`src/rtl/mult_issue_ctrl_pkg.sv`:
```
// Shared definitions for the multiply issue controller: state encoding
// and the width of the wait-cycle down-counter.
package mult_issue_ctrl_pkg;

    localparam int MIC_CNT_W = 4;

    typedef enum logic [1:0] {
        MIC_IDLE  = 2'b00,
        MIC_BUSY  = 2'b01,
        MIC_WRITE = 2'b10
    } mic_state_t;

endpackage

```
`src/rtl/mult_issue_ctrl.sv`:
```
// Multi-cycle issue controller for the 8-bit multiply path.
// Latches operands on a MULT, holds them steady for WAIT_CYCLES cycles
// while the external combinational multiplier settles, then issues a
// one-cycle write-back pulse carrying the low byte of the product.
module mult_issue_ctrl
    import mult_issue_ctrl_pkg::*;
#(
    parameter int WAIT_CYCLES = 1
)
(
    input  logic       CLK,
    input  logic       RESET,
    input  logic       START,
    input  logic [7:0] X_IN,
    input  logic [7:0] Y_IN,
    input  logic [2:0] DEST_IN,
    output logic [7:0] MX,
    output logic [7:0] MY,
    input  logic [7:0] MRESULT,
    output logic [7:0] WB_DATA,
    output logic [2:0] WB_ADDR,
    output logic       WB_EN,
    output logic       STALL,
    output logic       BUSY
);

    // Counter cannot represent a wait outside 1..15, so refuse to elaborate.
    generate
        if (WAIT_CYCLES < 1 || WAIT_CYCLES > 15) begin : gen_bad_wait_cycles
            $fatal(1, "mult_issue_ctrl: WAIT_CYCLES must be in 1..15");
        end
    endgenerate

    localparam logic [MIC_CNT_W-1:0] CNT_LOAD = MIC_CNT_W'(WAIT_CYCLES);
    localparam logic [MIC_CNT_W-1:0] CNT_ONE  = MIC_CNT_W'(1);

    mic_state_t           state;
    mic_state_t           stateNext;
    logic [MIC_CNT_W-1:0] cnt;
    logic [MIC_CNT_W-1:0] cntNext;
    logic [7:0]           mxNext;
    logic [7:0]           myNext;
    logic [7:0]           wbDataNext;
    logic [2:0]           wbAddrNext;

    // Next-state and datapath load decisions; everything holds by default
    // so operands only ever change on the accept edge.
    always_comb begin
        stateNext  = state;
        cntNext    = cnt;
        mxNext     = MX;
        myNext     = MY;
        wbDataNext = WB_DATA;
        wbAddrNext = WB_ADDR;
        case (state)
            MIC_IDLE: begin
                if (START) begin
                    mxNext     = X_IN;
                    myNext     = Y_IN;
                    wbAddrNext = DEST_IN;
                    cntNext    = CNT_LOAD;
                    stateNext  = MIC_BUSY;
                end
            end
            MIC_BUSY: begin
                if (cnt > CNT_ONE) begin
                    cntNext = cnt - CNT_ONE;
                end else begin
                    wbDataNext = MRESULT;
                    stateNext  = MIC_WRITE;
                end
            end
            MIC_WRITE: begin
                stateNext = MIC_IDLE;
            end
            default: begin
                stateNext = MIC_IDLE;
            end
        endcase
    end

    // State and datapath registers; reset clears everything and drops any
    // write-back that was about to be issued.
    always_ff @(posedge CLK) begin
        if (RESET) begin
            state   <= MIC_IDLE;
            cnt     <= '0;
            MX      <= '0;
            MY      <= '0;
            WB_DATA <= '0;
            WB_ADDR <= '0;
            WB_EN   <= 1'b0;
        end else begin
            state   <= stateNext;
            cnt     <= cntNext;
            MX      <= mxNext;
            MY      <= myNext;
            WB_DATA <= wbDataNext;
            WB_ADDR <= wbAddrNext;
            WB_EN   <= (stateNext == MIC_WRITE);
        end
    end

    // PC hold: asserted while a MULT is being accepted or waited on, released
    // in WRITE so the PC advances on the same edge the register file writes.
    always_comb begin
        BUSY  = (state != MIC_IDLE);
        STALL = !RESET && (((state == MIC_IDLE) && START) || (state == MIC_BUSY));
    end

endmodule

```
`config.mk`:
```
export PLATFORM = sky130hd
export DESIGN_NAME = mult_issue_ctrl
export DESIGN_NICKNAME = d
export VERILOG_FILES = /design/src/rtl/mult_issue_ctrl_pkg.sv /design/src/rtl/mult_issue_ctrl.sv
export SDC_FILE = /design/constraint.sdc
export NUM_CORES = 1
export LEC_CHECK = 0
export ABC_AREA = 1
export ABC_CLOCK_PERIOD_IN_PS = 1430
export BUFFER_PORTS_ARGS = -buffer_cell sky130_fd_sc_hd__buf_2
export CAP_MARGIN = 25
export CORE_MARGIN = 2
export CORE_UTILIZATION = 45
export DETAILED_ROUTE_END_ITERATION = 12
export MAX_ROUTING_LAYER = met4
export PLACE_DENSITY = 0.88
export SETUP_SLACK_MARGIN = 0.3
export SKIP_LAST_GASP = 1
export SLEW_MARGIN = 20
export SYNTH_ARGS = -nofsm -noshare
export SYNTH_HDL_FRONTEND = slang
export SYNTH_SLANG_ARGS = --single-unit
```
`constraint.sdc`:
```
create_clock -name CLK -period 1.43 [get_ports CLK]
set_input_delay 0.286 -clock CLK [delete_from_list [all_inputs] [get_ports CLK]]
set_output_delay 0.286 -clock CLK [all_outputs]
set_load 0.05 [all_outputs]
```
==> impl_metrics.tcl <==
set metrics [dict create \
    worst_hold_path_type "input port to flop" \
    stdcell_area_um2 2504 \
    timing.critical_path.cells "inv_4, nand3_4, a21oi_4, buf_6" \
    cell_internal_pwr_mw 1.845 \
    peakVddDrop_v 0.001232 \
    seq_power_share_pct 36.9 \
    critPathSlowestCell "dfxtp_2" \
    register_area_um2 738.2 \
    power_per_cell_area_nw_per_um2 1254 \
    post_dp_cell_area_um2 1654 \
    synthesis_warnings 0 \
    die-area_um2 3296 \
    drtPass1Iterations 4 \
    postRouteWirelength_um 6102 \
    buffer_ports.inserted 59 \
    period_minus_slack_ns 1.537 \
    global_route_wire_length_before_repair_um 6320 \
    grt_setup_unrepaired "yes" \
    cts_sinks 34 \
    chipWidth_um 57.41 \
    wl_per_instance_um 21.87 \
    rr_worst_depth 6 \
    path_class "flop to output pin" \
    detailed_place_hpwl_um 1973 \
    initialDrtViolationCount 121 \
    worstPathBufferInverterCount 2 \
    finalNetCount 279 \
    final_layout_size_suffix_gt1_share_pct 70.56 \
    syn-mean-instance-area_um2 7.828 \
    routed_via_density 5.789 \
    multi_input_comb_area_um2 808.3 \
    top_level_ports 60 \
    critical_path.reg2reg.endpoint "MX[3]" \
    critical_path_peak_fanout 3 \
    fin_util_pct 91.58 \
    slew_headroom_pct 63.50 \
    cts.clk_slew.worst_paths_ns 0.11 \
    cts_hold_repair.buffers 0 \
    drc 0 \
    power_frac_comb_pct 44.4 \
    placer_s_final_routability_congestion_estimate 0.7558 \
    violations "negative setup slack" \
    netSwitchingFraction_pct 41.21 \
    clock_skew_ns 0.008203 \
    cap_violations 0 \
    n_antenna_cell 0 \
    timing.hold.worst_endpoint "WB_DATA[4]" \
    ctsLongestPathBuffers 2 \
    min_period_over_period_pct 107.5 \
    timing.rr.start "state[0]" \
    cts-htree-levels 2 \
    worst_ep_arrival_time_ns 1.25 \
    leakage_nw 1.071 \
    post-route-worst-setup-slack_ns -0.1074 \
    critical_path.endpoint_type "output pin" \
    clock_insertion_delay_worst_skew_ns 0.34 \
    cts_buffers 5 \
    area_growth_pct 95.03 \
    p_clk_share_pct 18.7 \
    synth.lib_cells_used.distinct 20 \
    fillCellCount 110 \
    worstHoldPathCells 3 \
    cpLargestDelayFamily "flip-flops" \
    syn_area_um2 1284 \
    num_vias 1615 \
    timing.final.max_slew_violations 0 \
    antenna_left 0 \
    grt_use_total_pct 26.75 \
    run_status "finished, violations left" \
    hold_viol_final 0 \
    ys_seq_elements 34 \
    overflow_after_grt 0 \
    cell_count_after_synthesis 164 \
    mappedNetlistNets 196 \
    die_h_um 57.41 \
    maxClockFrequency_ghz 0.6504 \
    hold_path.startpoint "MRESULT[4]" \
    transition_time_at_the_pin_with_the_least_slew_margin_ns 0.5469 \
    timing.reg2reg.setup_slack_ns 0.03 \
    cp-start-kind "flop" \
    p_sw_mw 1.293 \
    floorplan.core_area_um2 2734 \
    cts_root_buf "clkbuf_4" \
    antenna_found_initial 0 \
    yosysSeqAreaShare_pct 53.02 \
    grt_max_degree 21 \
    grt_pass1_vias 1369 \
    final-setup-viol-count 1 \
    critical_path_required_ns 1.14 \
    critPathMaxStageDelay_ns 0.35 \
    floorplan.rows 19 \
    clock_tree_from_tritoncts "built" \
    start_util_pct 46.96 \
]
==> power groups by stage <==
stage / clock network (mW) / logic, mW / registers (mW)
2_1_floorplan: 0 / 0.325 / 1.38
3_3_place_gp: 0 / 0.756 / 1.11
3_5_place_dp: 0 / 0.763 / 1.11
4_1_cts: 0.558 / 1.06 / 1.13
5_1_grt: 0.623 / 1.45 / 1.16
6_report: 0.586 / 1.39 / 1.16
==> repair_timing <==
item | in CTS | in global routing
pin swaps | 10 | 16
setup endpoints to repair | 63 | 64
buffers inserted | 8 | 10
gates cloned | 2 | 1
gates resized for setup | 126 | 69
==> logic make-up after synthesis <==
| family | synth area share (%) |
|---|---|
| AOI/OAI and AO/OA | 12.87 |
| adders and majority gates | 1.949 |
| DFF | 53.02 |
| buffers and inverters | 6.043 |
| and+or+nand+nor | 26.12 |
==> Yosys cell counts <==
cell type	count	area, um^2
a21oi_1	13	65.06
buf_2	4	20.02
buf_4	1	7.510
clkbuf_1	2	7.510
clkbuf_2	1	5.000
dfxtp_1	34	680.7
ha_1	2	25.02
inv_1	6	22.52
inv_2	4	15.01
nand2_1	13	48.80
nand2_2	2	12.51
nand2_4	1	11.26
nand3_1	11	55.05
nand3_2	1	10.01
nor2_1	45	168.9
nor2_2	1	6.260
nor2_4	1	11.26
nor3_1	1	5.000
o21ai_0	20	100.1
or2_1	1	6.260
==> registers in the layout (all words and copies together) (netlist names) <==
register / flops
MX: 8
MY: 8
WB_ADDR: 3
WB_DATA: 8
WB_EN: 1
cnt: 4
state: 2
==> worst max-delay path by stage <==
stage / startpoint / to / slack (ns) / cells past startpoint
2_1_floorplan: state[0] / STALL / 0.17 / 5
3_3_place_gp: cnt[1] / cnt[3] / 0.16 / 10
3_5_place_dp: cnt[1] / cnt[3] / 0.09 / 10
4_1_cts: state[0] / STALL / -0.02 / 5
5_1_grt: state[0] / STALL / -0.16 / 5
6_report: state[0] / STALL / -0.11 / 4
==> routing by layer <==
metal | up-vias | share of wire (%) | track usage (%) | wire length [um]
met2 | 114 | 55 | 47.56 | 3333
met4 | 0 | 6.3 | 13.62 | 382
met5 | - | 0 | - | 0
li1 | 695 | - | - | -
met3 | 38 | 6.6 | 8.163 | 400
met1 | 768 | 33 | 25.78 | 1985
==> worst min-delay path, delay by kind of cell <==
family | cells | cell delay (ns)
simple gates | 1 | 0.07
buf+inv | 1 | 0.10
compound gates | 1 | 0.04
==> layout by cell type, fill, tap and decap left out <==
cell	netlist	final
a21oi_4	0	1
o21ai_0	20	10
nand2_8	0	5
clkinv_2	0	1
nor2_4	1	3
dfxtp_1	34	2
inv_1	6	1
inv_4	0	5
ha_4	0	2
nand2_2	2	2
clkbuf_1	2	1
inv_2	4	1
a21oi_2	0	12
bufbuf_16	0	1
buf_12	0	2
inv_16	0	1
nor3_2	0	1
o21ai_1	0	9
nand2_1	13	2
nand3_2	1	6
nand2_4	1	8
nand3_1	11	5
clkbuf_4	0	5
buf_2	4	29
buf_4	1	17
clkbuf_8	0	1
clkinv_8	0	1
o21ai_2	0	1
nor2_2	1	2
dfxtp_2	0	25
buf_6	0	20
buf_8	0	13
or2_1	1	1
nor2_1	45	42
dfxtp_4	0	7
nand3_4	0	1
inv_6	0	2
==> per-stage QoR <==
| stage | setup slack, ns | hold slack, ns | cells | power (mW) | setup TNS (ns) |
|---|---|---|---|---|---|
| floorplan | 0.1743 | 0.3477 | 164 | 1.701 | 0 |
| global placement | 0.1613 | 0.4482 | 250 | 1.868 | 0 |
| global route | -0.1634 | 0.1606 | 279 | 3.233 | -0.1804 |
| detailed placement | 0.09222 | 0.4513 | 250 | 1.878 | 0 |
| finish | -0.1074 | 0.1769 | 279 | 3.138 | -0.1074 |
| CTS | -0.01890 | 0.1712 | 268 | 2.755 | -0.01890 |
==> layout make-up <==
type,count,share of cell area (%)
Multi-Input combinational cell,113,32.28
Timing Repair Buffer,82,30.58
Sequential cell,34,29.49
Inverter,10,3.348
Clock buffer,7,2.199
Tap cell,31,1.549
Timing Repair inverter,1,0.3498
Clock inverter,1,0.1999
Note: power is estimated with default switching activity, not from simulation.
